File: config.mk
export PLATFORM = sky130hd
export DESIGN_NAME = rtc_i2c_slave
export DESIGN_NICKNAME = d
export VERILOG_FILES = /design/src/rtl/rtc_i2c_slave.sv
export SDC_FILE = /design/constraint.sdc
export NUM_CORES = 1
export LEC_CHECK = 0
export ABC_AREA = 1
export CAP_MARGIN = 20
export CORE_ASPECT_RATIO = 0.75
export CORE_MARGIN = 2
export CORE_UTILIZATION = 30
export CTS_CLUSTER_SIZE = 40
export DETAILED_ROUTE_END_ITERATION = 12
export SYNTH_ARGS = -nofsm -noshare
export SYNTH_HDL_FRONTEND = slang
export SYNTH_SLANG_ARGS = --single-unit
File: constraint.sdc
create_clock -name clk_sys -period 2.3 [get_ports clk_sys]
set_input_delay 0.46 -clock clk_sys [delete_from_list [all_inputs] [get_ports clk_sys]]
set_output_delay 0.46 -clock clk_sys [all_outputs]
set_load 0.005 [all_outputs]
File: src/rtl/rtc_i2c_slave.sv
// DS1307-style RTC emulated as an I2C slave: 64-byte register file whose time bytes
// are refreshed from the MiSTer RTC vector whenever the bus is idle.
module rtc_i2c_slave #(
  parameter logic [6:0] I2C_ADDR = 7'h68
) (
  input  logic        clk_sys,
  input  logic        rst_n,
  input  logic        scl,
  input  logic        sda_i,
  output logic        sda_o,
  input  logic [64:0] rtc,
  output logic        busy,
  output logic [3:0]  dbg_state_o
);

  typedef enum logic [3:0] {
    ST_IDLE      = 4'd0,
    ST_ADDR      = 4'd1,
    ST_ADDR_ACK  = 4'd2,
    ST_PTR       = 4'd3,
    ST_PTR_ACK   = 4'd4,
    ST_WDATA     = 4'd5,
    ST_WDATA_ACK = 4'd6,
    ST_RDATA     = 4'd7,
    ST_RDATA_ACK = 4'd8,
    ST_IGNORE    = 4'd9
  } state_t;

  state_t      state_q;
  logic        scl_meta_q, scl_sync_q, scl_prev_q;
  logic        sda_meta_q, sda_sync_q, sda_prev_q;
  logic [3:0]  bit_cnt_q;
  logic [7:0]  shift_q;
  logic [5:0]  ptr_q;
  logic        rw_q;
  logic        mack_q;
  logic        sda_o_q;
  logic        load_pend_q;
  logic        rtc_tog_q;
  logic [7:0]  regs_q [64];

  logic scl_rise, scl_fall, start_det, stop_det, rtc_toggle;
  logic unused_rtc;

  assign scl_rise   = scl_sync_q & ~scl_prev_q;
  assign scl_fall   = ~scl_sync_q & scl_prev_q;
  assign start_det  = scl_sync_q & scl_prev_q & sda_prev_q & ~sda_sync_q;
  assign stop_det   = scl_sync_q & scl_prev_q & ~sda_prev_q & sda_sync_q;
  assign rtc_toggle = rtc[64] ^ rtc_tog_q;
  assign unused_rtc = ^rtc[63:51];

  assign sda_o       = sda_o_q;
  assign busy        = (state_q != ST_IDLE);
  assign dbg_state_o = state_q;

  always_ff @(posedge clk_sys or negedge rst_n) begin
    if (!rst_n) begin
      state_q     <= ST_IDLE;
      scl_meta_q  <= 1'b1;
      scl_sync_q  <= 1'b1;
      scl_prev_q  <= 1'b1;
      sda_meta_q  <= 1'b1;
      sda_sync_q  <= 1'b1;
      sda_prev_q  <= 1'b1;
      bit_cnt_q   <= 4'd0;
      shift_q     <= 8'h00;
      ptr_q       <= 6'd0;
      rw_q        <= 1'b0;
      mack_q      <= 1'b1;
      sda_o_q     <= 1'b1;
      load_pend_q <= 1'b0;
      rtc_tog_q   <= 1'b0;
      for (int i = 0; i < 64; i++) regs_q[i] <= 8'h00;
    end else begin
      scl_meta_q <= scl;
      scl_sync_q <= scl_meta_q;
      scl_prev_q <= scl_sync_q;
      sda_meta_q <= sda_i;
      sda_sync_q <= sda_meta_q;
      sda_prev_q <= sda_sync_q;
      rtc_tog_q  <= rtc[64];

      // Time bytes only change between transactions so a burst read is coherent.
      if (state_q == ST_IDLE && load_pend_q) begin
        if (!regs_q[0][7]) begin
          regs_q[0] <= {regs_q[0][7], rtc[6:0]};
          regs_q[1] <= rtc[15:8];
          regs_q[2] <= {rtc[23], 1'b0, rtc[21:16]};
          regs_q[3] <= {5'd0, rtc[50:48]} + 8'd1;
          regs_q[4] <= rtc[31:24];
          regs_q[5] <= rtc[39:32];
          regs_q[6] <= rtc[47:40];
        end
        load_pend_q <= 1'b0;
      end
      if (rtc_toggle) load_pend_q <= 1'b1;

      if (start_det) begin
        state_q   <= ST_ADDR;
        bit_cnt_q <= 4'd0;
        sda_o_q   <= 1'b1;
      end else if (stop_det) begin
        state_q <= ST_IDLE;
        sda_o_q <= 1'b1;
      end else begin
        case (state_q)
          ST_ADDR, ST_PTR, ST_WDATA: begin
            if (scl_rise && bit_cnt_q != 4'd8) begin
              shift_q   <= {shift_q[6:0], sda_sync_q};
              bit_cnt_q <= bit_cnt_q + 4'd1;
            end else if (scl_fall && bit_cnt_q == 4'd8) begin
              bit_cnt_q <= 4'd0;
              if (state_q == ST_ADDR) begin
                if (shift_q[7:1] == I2C_ADDR) begin
                  rw_q    <= shift_q[0];
                  sda_o_q <= 1'b0;
                  state_q <= ST_ADDR_ACK;
                end else begin
                  state_q <= ST_IGNORE;
                end
              end else if (state_q == ST_PTR) begin
                ptr_q   <= shift_q[5:0];
                sda_o_q <= 1'b0;
                state_q <= ST_PTR_ACK;
              end else begin
                regs_q[ptr_q] <= shift_q;
                ptr_q         <= ptr_q + 6'd1;
                sda_o_q       <= 1'b0;
                state_q       <= ST_WDATA_ACK;
              end
            end
          end
          ST_ADDR_ACK: begin
            if (scl_fall) begin
              bit_cnt_q <= 4'd0;
              if (rw_q) begin
                shift_q <= regs_q[ptr_q];
                sda_o_q <= regs_q[ptr_q][7];
                ptr_q   <= ptr_q + 6'd1;
                state_q <= ST_RDATA;
              end else begin
                sda_o_q <= 1'b1;
                state_q <= ST_PTR;
              end
            end
          end
          ST_PTR_ACK, ST_WDATA_ACK: begin
            if (scl_fall) begin
              sda_o_q   <= 1'b1;
              bit_cnt_q <= 4'd0;
              state_q   <= ST_WDATA;
            end
          end
          ST_RDATA: begin
            if (scl_rise && bit_cnt_q != 4'd8) begin
              bit_cnt_q <= bit_cnt_q + 4'd1;
            end else if (scl_fall) begin
              if (bit_cnt_q == 4'd8) begin
                sda_o_q <= 1'b1;
                state_q <= ST_RDATA_ACK;
              end else begin
                sda_o_q <= shift_q[6];
                shift_q <= {shift_q[6:0], 1'b0};
              end
            end
          end
          ST_RDATA_ACK: begin
            if (scl_rise) begin
              mack_q <= sda_sync_q;
            end else if (scl_fall) begin
              if (!mack_q) begin
                shift_q   <= regs_q[ptr_q];
                sda_o_q   <= regs_q[ptr_q][7];
                ptr_q     <= ptr_q + 6'd1;
                bit_cnt_q <= 4'd0;
                state_q   <= ST_RDATA;
              end else begin
                sda_o_q <= 1'b1;
                state_q <= ST_IGNORE;
              end
            end
          end
          default: ;
        endcase
      end
    end
  end

endmodule

# Word-level counts from Yosys, hierarchy flattened
# Cells that the tools add are included.
# W data, S select, Z words.
[classes]
n_reduce_logical = 22
n_eq_ne = 40
add_sub_neg = 3
n_mux = 80
n_bitwise = 18
order_cmp = 2
[op_table]
columns = ["cell", "count"]
rows = [
  ["$mux W512", 7],
  ["$bwmux W512", 1],
  ["$mux W56", 2],
  ["$mux W8", 12],
  ["$mux W4", 23],
  ["$mux W6", 9],
  ["$bmux W8 S6", 1],
  ["$demux W8 S6", 1],
  ["$ne A4 B4 Y1 const B", 11],
  ["$pmux W8 S4", 1],
  ["$ne A2 B2 Y1 const B", 13],
  ["$pmux W4 S5", 1],
  ["$reduce_and A10 Y1", 2],
  ["$pmux W6 S3", 1],
  ["$mux W1", 17],
  ["$eq A4 B3 Y1 const B", 4],
  ["$pmux W4 S4", 1],
  ["$reduce_and A7 Y1", 2],
  ["$ne A3 B3 Y1 const B", 4],
  ["$reduce_and A12 Y1", 1],
  ["$reduce_and A11 Y1", 1],
  ["$not A1 Y1", 9],
  ["$eq A4 B2 Y1 const B", 2],
  ["$eq A4 B4 Y1 const B", 2],
  ["26 further kinds", 37],
]
[totals]
input_bits = 69
output_inout_bits = 6
elab_cells = 244
ff_bits = 545

# Depth between registers and ports, before layout
# Gate-level depths: netlist (run 1).
[logic_depth]
ltp_word = 13
mapped_depth = 16
mapped_depth_nobuf = 13

# Least setup slack after synthesis (run 1)
# Ideal clock, no wire load.
[synth_timing]
path_type = "register to register"
start = "reg bit_cnt_q[0]"
end = "reg regs_q[237] (netlist name)"
t_arrival_ns = 2.013
setup_time_ns = 0.133
path_buffers = 1
required_ns = 2.167
period_less_slack_ns = 2.146
stages_incl_launch_ff = 13
setup_slack_ns = 0.154
cell_sequence = "dfrtp_1 > inv_1 > ha_1 > nand2_1 > nor2_1 > nand2_1 > nor2_1 > bufinv_8 > nor4_4 > nand2_1 > buf_2 > nand2_1 > o21ai_0"
[synth_between]
elab_chain_len = 4
elab_cells_between_ends = 6
cone_classes = "2 x eq/ne; 1 x bitwise; 3 x reduce/logical"
[synth_lines]
columns = ["element", "line", "text"]
rows = [
  ["start, declared", "32", "logic [3:0] bit_cnt_q;"],
  ["start signal, assigned", "110", "bit_cnt_q <= bit_cnt_q + 4'd1;"],
  ["start signal, assigned", "156", "bit_cnt_q <= bit_cnt_q + 4'd1;"],
  ["$ne A4 B4 Y1", "108", "if (scl_rise && bit_cnt_q != 4'd8) begin"],
  ["$logic_and A1 B1 Y1", "108", ""],
  ["$not A1 Y1 (no source line)", "n/a", ""],
  ["$reduce_and A7 Y1 (no source line) (*)", "n/a", ""],
  ["end signal, assigned by index", "126", "regs_q[ptr_q] <= shift_q;"],
  ["end, declared", "40", "logic [7:0] regs_q [64];"],
]
# Every way passes the cells marked *; elsewhere a longest branch is shown, timed or not.
# A chain may end at the register's enable or synchronous reset.

# Final worst setup path (run 1)
[layout_timing]
start = "reg bit_cnt_q[0]"
end = "reg regs_q[300] (netlist name)"
# Same word-level chain as after synthesis.

==> summary.txt, run 1 <==
CTS
  • Clock root buffer master: clkbuf_16
  • Number of sinks driven by the clock tree: 545
  • Source-to-sink clock delay at the later pin of the worst-skew pair: 0.62 ns
  • Clock-pin slew reported for the worst setup and hold paths after clock tree synthesis: 0.06 ns
  • H-tree lvl count: 2
  • Longest Clk Path Bufs: 3
  • TritonCTS buffer count: 52
  • TritonCTS clock tree: built

Floorplan
  • Boundary Pins: 75
  • Die span in y: 262.4 um
  • Die width: 348.5 um
  • Starting density of the core: 0.3035
  • Core area: 87970 um^2
  • Row count: 94
  • Die area: 91440 um^2

Logic synthesis
  • Largest area contributor in the synthesized netlist: dfrtp_1
  • Mean Syn Cell Area: 7.159 um^2
  • Synth warn: 0
  • Synthesized instance count: 3730
  • Register bit total from synthesis: 545
  • List of most frequent post-synthesis cells: nand2_1 (2018), o21ai_0 (561), dfrtp_1 (537)
  • Post-Syn Area: 26700 um^2
  • Fraction of synthesized cell area taken by the top area cell type: 0.5032
  • Prevailing post-synth register cell: dfrtp_1
  • Area contributors post-synth: dfrtp_1 (50%), nand2_1 (28%), o21ai_0 (11%), clkbuf_1 (2.9%), inv_1 (1.7%)
  • Top-count cell post-synth: nand2_1
  • Seq/Total Area, Yosys: 0.5111
  • Count of unique library cells instantiated by Yosys: 32
  • Post-synth EDFFs: 0
  • Async SR Flop Fraction: 1.000
  • Post-synth net total: 3803

Pwr
  • Clock network power share: 0.269
  • Standby leakage power: 16.51 nW
  • Total power per unit cell area: 976.0 nW/um^2
  • Net switching power figure: 13.01 mW
  • Switching Fraction: 0.4052
  • Total Power Consumption: 32.12 mW
  • Worst vdd ir: 0.0007411 V
  • Proportion of power drawn by flip-flops and latches: 0.336
  • Fraction of power consumed by combinational cells: 0.395
  • Internal Dissipation: 19.10 mW

Hold path
  • Min-delay worst type: input port to flip-flop

Final layout
  • Ratio of cells with drive above 1 in the final layout: 0.1033
  • Synthesis-to-finish area growth: 23.24%
  • Area of all placed cells without fillers: 32910 um^2
  • Final net count: 3921

Critical path
  • Startpoint Class: flip-flop
  • Required time at the worst-slack endpoint: 2.76 ns
  • Critical Path AT: 2.70 ns
  • Highest fanout seen on the critical path: 8
  • Sort of element at the end of the critical path: flip-flop
  • Setup Crit Path Kind: flip-flop to flip-flop

Placement
  • Total cell area at the placement stage: 30600 um^2
  • Final estimated routing congestion in global placement: 0.9007
  • Half-perimeter wire length after detailed placement: 54220 um
  • Setup WS pre-CTS: -0.03269 ns
  • Number of buffers inserted by port buffering: 59

STA
  • Maximum clock frequency: 0.4457 GHz
  • Final hold viol count: 0
  • Least-Margin Pin Slew: 0.7900 ns
  • Final worst clock skew: 0.03584 ns
  • Clock period minus worst slack: 2.244 ns
  • Max Slew Vio Count: 0
  • Setup repair after global routing missed its margin: yes
  • Post-route clock period utilization: 0.9756
  • Final Hold Slack: 0.2705 ns
  • Final setup violation count: 0
  • Slew margin rel.: 0.4733
  • Slack of the critical path: 0.05609 ns

Global routing
  • First-pass GRT wire length: 132200 um
  • Gr usage total: 0.1801
  • Largest net degree at the start of global routing: 65
  • Antenna violations before repair: 0
  • Total overflow reported by the global router: 0
  • Number of global-route vias before repair: 22.74k

Status
  • Run status: complete, no violations

Route
  • Vias: 24.43k
  • Number of DRC violations after detailed-routing iteration 0: 2478
  • Drt total wl: 84790 um
  • Avg WL per Cell: 16.84 um
  • Number of detailed-routing iterations run before antenna repair: 5
  • Vias per inst: 4.852
  • Number of design rule violations left after detail routing: 0
  • Number of nets still failing antenna checks after routing: 0

Flow run
  • Max-cap viol count: 0
[flip-flops by register name (all words and copies together) (netlist names), 4 cells and up]
name         count
dbg_state_o      4
regs_q         512
shift_q          8
bit_cnt_q        4
ptr_q            6
[critical path, cell delays in order, from the launching register on]
cell	delay, ns
dfrtp_1	0.39
inv_2	0.08
ha_4	0.13
nand2_4	0.05
nor2_4	0.11
nand2_2	0.08
nor2_2	0.13
buf_6	0.14
clkinv_8	0.07
nor4_4	0.34
buf_6	0.24
nand2_4	0.09
buf_12	0.15
nand2_2	0.06
o21ai_2	0.05
[metal layers]
metal  track usage  wire [um]  up-vias
met5             0          0        -
met4       0.02621        909        0
met3       0.03270       6370       69
met2        0.2615      35150      734
met1        0.2809      42370    11700
li1              -          -    11930
[power groups by stage]
stage          Sequential (mW)  Combinational (mW)  Clock (mW)
6_report                  10.8                12.7        8.63
5_1_grt                   10.9                13.8        9.20
4_1_cts                   10.8                11.6        8.80
3_5_place_dp              11.0                11.5           0
3_3_place_gp              11.0                11.5           0
2_1_floorplan             10.8                6.24           0
[what timing repair did]
item | 4_1_cts | 5_1_grt
hold endpoints to repair | 33 | 0
pin swaps | 2 | 13
endpoints found under the setup margin | 45 | 355
hold buffers | 1 | 0
gates cloned | 0 | 11
resized for setup | 10 | 110
buffers inserted | 2 | 16
[cells in the final DEF, fill, tap and decap left out, drive strengths merged, types with 2 or more instances in the layout]
| master | Yosys | layout |
|---|---|---|
| xnor2 | 3 | 3 |
| xor2 | 2 | 2 |
| dfstp | 8 | 8 |
| a31oi | 12 | 12 |
| nand2 | 2018 | 2018 |
| dfrtp | 537 | 537 |
| clkbuf | 206 | 90 |
| ha | 4 | 4 |
| clkinv | 3 | 5 |
| o211ai | 3 | 3 |
| a21oi | 21 | 21 |
| nor2 | 93 | 93 |
| or2 | 3 | 3 |
| bufinv | 1 | 2 |
| nand4 | 12 | 12 |
| o31ai | 2 | 2 |
| nor3 | 19 | 19 |
| nand3 | 62 | 62 |
| a211oi | 2 | 2 |
| inv | 125 | 129 |
| o21ai | 561 | 561 |
| buf | 28 | 229 |
| clkdlybuf4s50 | 0 | 57 |
[layout make-up]
class	instances	area, um^2
Tap cell	1152	1441
Fill cell	9139	55070
Timing Repair inverter	1	8.758
Clock inverter	7	92.59
Inverter	129	529.3
Timing Repair Buffer	297	3715
Clock buffer	81	1541
Multi-Input combinational cell	2822	11920
Sequential cell	545	13660
Antenna cell	1	2.502
[kinds of logic after synthesis]
| logic type | Yosys count | synth area share |
|---|---|---|
| flops | 545 | 0.5111 |
| fa+ha+maj | 4 | 0.001874 |
| xor+xnor | 5 | 0.001640 |
| compound gates | 602 | 0.1141 |
| simple gates | 2210 | 0.3186 |
| mux | 1 | 0.0003749 |
| buf+inv | 363 | 0.05229 |
[path summary, 6_finish.rpt]
path | startpoint | end | slack [ns] | cells past startpoint
max reg2reg | bit_cnt_q[0] | regs_q[300] | 0.06 | 14
max in group asynchronous | rst_n | regs_q[75] | 1.07 | 3
min in group asynchronous | rst_n | regs_q[357] | 0.41 | 2
min | scl | scl_meta_q | 0.27 | 1
max | bit_cnt_q[0] | regs_q[300] | 0.06 | 14
min reg2reg | scl_meta_q | scl_sync_q | 0.36 | 0
[metrics by stage]
stage	util	setup TNS, ns	instances
2_1_floorplan	-	0	3730
3_3_place_gp	0.3478	-0.001229	4918
3_5_place_dp	0.3478	-0.3502	4918
4_1_cts	0.3669	0	5009
5_1_grt	0.3740	-0.9102	5034
6_report	0.3741	0	5035
Note: power is estimated with default switching activity, not from simulation.
==> inputs of run 2 (changes only) <==
- CAP_MARGIN: 20 -> unset
==> results of run 2 <==
Same layout as run 1: the final DEF is identical, and so are final timing and power.
==> inputs of run 3 (changes only) <==
- SETUP_SLACK_MARGIN: unset -> 0.1
==> summary.txt, run 3 (synthesized netlist as in run 1, its figures left out) <==
Route
  • Number of design rule violations left after detail routing: 0 (unchanged)
  • Avg WL per Cell: 17.08 um (+1.5%)
  • Drt total wl: 86230 um (+1.7%)
  • Number of nets still failing antenna checks after routing: 0 (unchanged)
  • Vias: 24.52k (+0.37%)
  • Vias per inst: 4.858 (+0.13%)
  • Number of detailed-routing iterations run before antenna repair: 5 (unchanged)
  • Number of DRC violations after detailed-routing iteration 0: 2524 (+1.9%)

Final layout
  • Area of all placed cells without fillers: 33440 um^2 (+1.6%)
  • Final net count: 3934 (+0.33%)
  • Synthesis-to-finish area growth: 25.22%
  • Max reg flops: 512 (unchanged)
  • Fillcell total: 9082 (-0.62%)
  • Ratio of cells with drive above 1 in the final layout: 0.1199 (+0.01660)
  • Most frequent cells in the layout: nand2_1 (1941), o21ai_0 (545), dfrtp_1 (534)
  • Leading cell type in the layout, fill and taps excluded: nand2_1
  • Number of inserted diodes: 0 (-1)
  • Top Registers: regs_q: 512 flops, shift_q: 8 flops, ptr_q: 6 flops
  • Largest register by flop count: regs_q

Critical path
  • Critical Path AT: 2.71 ns (about the same)
  • R2R cell count: 14 (unchanged)
  • Setup slack of the most critical reg-to-reg path: 0.11 ns (+0.06 ns)
  • Setup Crit Path Kind: flip-flop to flip-flop
  • Reg-to-reg critical path startpoint: ptr_q[0]
  • Sort of element at the end of the critical path: flip-flop
  • Startpoint Class: flip-flop
  • Terminus of the critical flop-to-flop path: sda_o
  • Required time at the worst-slack endpoint: 2.82 ns (+0.06 ns)
  • Highest fanout seen on the critical path: 13 (+5)

CTS
  • Clock root buffer master: clkbuf_16
  • Clock-pin slew reported for the worst setup and hold paths after clock tree synthesis: 0.06 ns (about the same)
  • Number of sinks driven by the clock tree: 545 (unchanged)
  • Longest Clk Path Bufs: 3 (unchanged)
  • TritonCTS buffer count: 52 (unchanged)
  • TritonCTS clock tree: built
  • Source-to-sink clock delay at the later pin of the worst-skew pair: 0.63 ns (about the same)
  • H-tree lvl count: 2 (unchanged)

STA
  • Slew margin rel.: 0.4751 (+0.001723)
  • Clock period minus worst slack: 2.189 ns (-0.05521 ns)
  • Setup TNS: 0 ns (unchanged)
  • Slack of the critical path: 0.1113 ns (+0.05521 ns)
  • Maximum clock frequency: 0.4569 GHz (+2.5%)
  • Final setup violation count: 0 (unchanged)
  • Final worst clock skew: 0.03711 ns (+0.001267 ns)
  • Setup repair after global routing missed its margin: yes
  • Least-Margin Pin Slew: 0.7874 ns (-0.002585 ns)
  • Post-route clock period utilization: 0.9516 (-0.02400)
  • Final hold viol count: 0 (unchanged)
  • Final Hold Slack: 0.2687 ns (-0.001835 ns)
  • Max Slew Vio Count: 0 (unchanged)

Pwr
  • Worst vdd ir: 0.0007793 V (+5.2%)
  • Total power per unit cell area: 988.5 nW/um^2 (+1.3%)
  • Switching Fraction: 0.4037 (-0.001455)
  • Total Power Consumption: 33.05 mW (+2.9%)
  • Internal Dissipation: 19.71 mW (+3.2%)
  • Clock network power share: 0.261 (-0.008)
  • Fraction of power consumed by combinational cells: 0.413 (+0.018)
  • Net switching power figure: 13.34 mW (+2.5%)
  • Standby leakage power: 16.67 nW (+0.93%)
  • Proportion of power drawn by flip-flops and latches: 0.327 (-0.009)

Placement
  • Number of buffers inserted by port buffering: 59 (unchanged)
  • Total cell area at the placement stage: 30600 um^2 (unchanged)
  • Half-perimeter wire length after detailed placement: 54220 um (unchanged)
  • Final estimated routing congestion in global placement: 0.9007 (unchanged)
  • Setup WS pre-CTS: -0.03269 ns (unchanged)

Hold path
  • Min-delay worst type: input port to flip-flop
  • Depth of the worst hold-timing path: 1 (unchanged)
  • Hold_sp: scl
  • Hold-critical path endpoint: scl_meta_q

Global routing
  • Total overflow reported by the global router: 0 (unchanged)
  • Largest net degree at the start of global routing: 65 (unchanged)
  • First-pass GRT wire length: 132500 um (+0.21%)
  • Met3 capacity usage during global routing: 0.03277 (+0.00007078)
  • Gr usage total: 0.1804 (+0.0003520)
  • Routing usage on met2: 0.2624 (+0.0008076)
  • GRT Max-Usage Layer: met1
  • GRT met1 Usage: 0.2812 (+0.0003161)
  • Antenna violations before repair: 1 (+1)
  • Number of global-route vias before repair: 22.80k (+0.25%)

Floorplan
  • Boundary Pins: 75 (unchanged)
  • Die span in y: 262.4 um (unchanged)
  • Die width: 348.5 um (unchanged)
  • Core area: 87970 um^2 (unchanged)
  • Starting density of the core: 0.3035 (unchanged)
  • Row count: 94 (unchanged)
  • Die area: 91440 um^2 (unchanged)

Flow run
  • Max-cap viol count: 0 (unchanged)

Status
  • Run status: complete, no violations
[run 3: cell types whose count changed in the layout (fill, tap and decap cells not counted), moves of 7 or more]
cell       delta
buf_4        -11
nand2_1      -47
nand2_2      +48
o21ai_0      +13
clkbuf_16     +7
o21ai_1      -13
[run 3: area by class of cell]
class | count | area (um^2) | share of cell area
repair inverters | 2 | 36.28 | 0.001085
inverters | 129 | 529.3 | 0.01583
well taps | 1152 | 1441 | 0.04311
multi-input cells | 2822 | 12060 | 0.3607
clock inverters | 7 | 92.59 | 0.002769
flip-flops and latches | 545 | 13660 | 0.4084
clock buffers | 81 | 1541 | 0.04610
repair buffers | 309 | 4078 | 0.1220
[run 3: layer usage]
| layer | up-vias | routed length, um |
|---|---|---|
| met5 | - | 12 |
| li1 | 11960 | - |
| met2 | 699 | 35830 |
| met1 | 11780 | 43130 |
| met4 | 2 | 968 |
| met3 | 76 | 6280 |
[run 3: power by group through the flow]
stage	Sequential (mW)	Combinational, mW	Clock (mW)
2_1_floorplan	10.8	6.24	0
3_3_place_gp	11.0	11.5	0
3_5_place_dp	11.0	11.5	0
4_1_cts	10.8	11.7	8.80
5_1_grt	10.9	14.7	9.20
6_report	10.8	13.6	8.61
[run 3: worst max path at each step]
stage | start | end
2_1_floorplan | bit_cnt_q[0] | regs_q[237]
3_3_place_gp | ptr_q[1] | sda_o
3_5_place_dp | bit_cnt_q[0] | regs_q[423]
4_1_cts | ptr_q[0] | sda_o
5_1_grt | ptr_q[0] | regs_q[7]
6_report | ptr_q[0] | sda_o
[run 3: worst max-delay path, cell delays in order (launching register included)]
cell       delay, ns
dfrtp_4         0.52
buf_8           0.17
clkbuf_16       0.18
or2_2           0.31
nand3_2         0.09
nand2_1         0.05
o21ai_1         0.12
buf_4           0.16
nand2_1         0.05
nor2_1          0.12
nand2_2         0.08
nand2_2         0.08
nand2_2         0.05
nand2_1         0.07
nand2_1         0.04
[run 3: through the flow]
step / utilization / cells
after global placement: 0.3478 / 4918
after detailed placement: 0.3478 / 4918
after floorplan: - / 3730
after CTS: 0.3682 / 5011
final: 0.3801 / 5047
after global routing: 0.3801 / 5047
[run 3: repair_timing]
action,in CTS,in global routing
hold buffers,1,0
endpoints found under the hold margin,33,0
buffers inserted,3,16
gates cloned,1,20
endpoints found under the setup margin,338,155
pin swaps,5,34
gates resized for setup,38,151
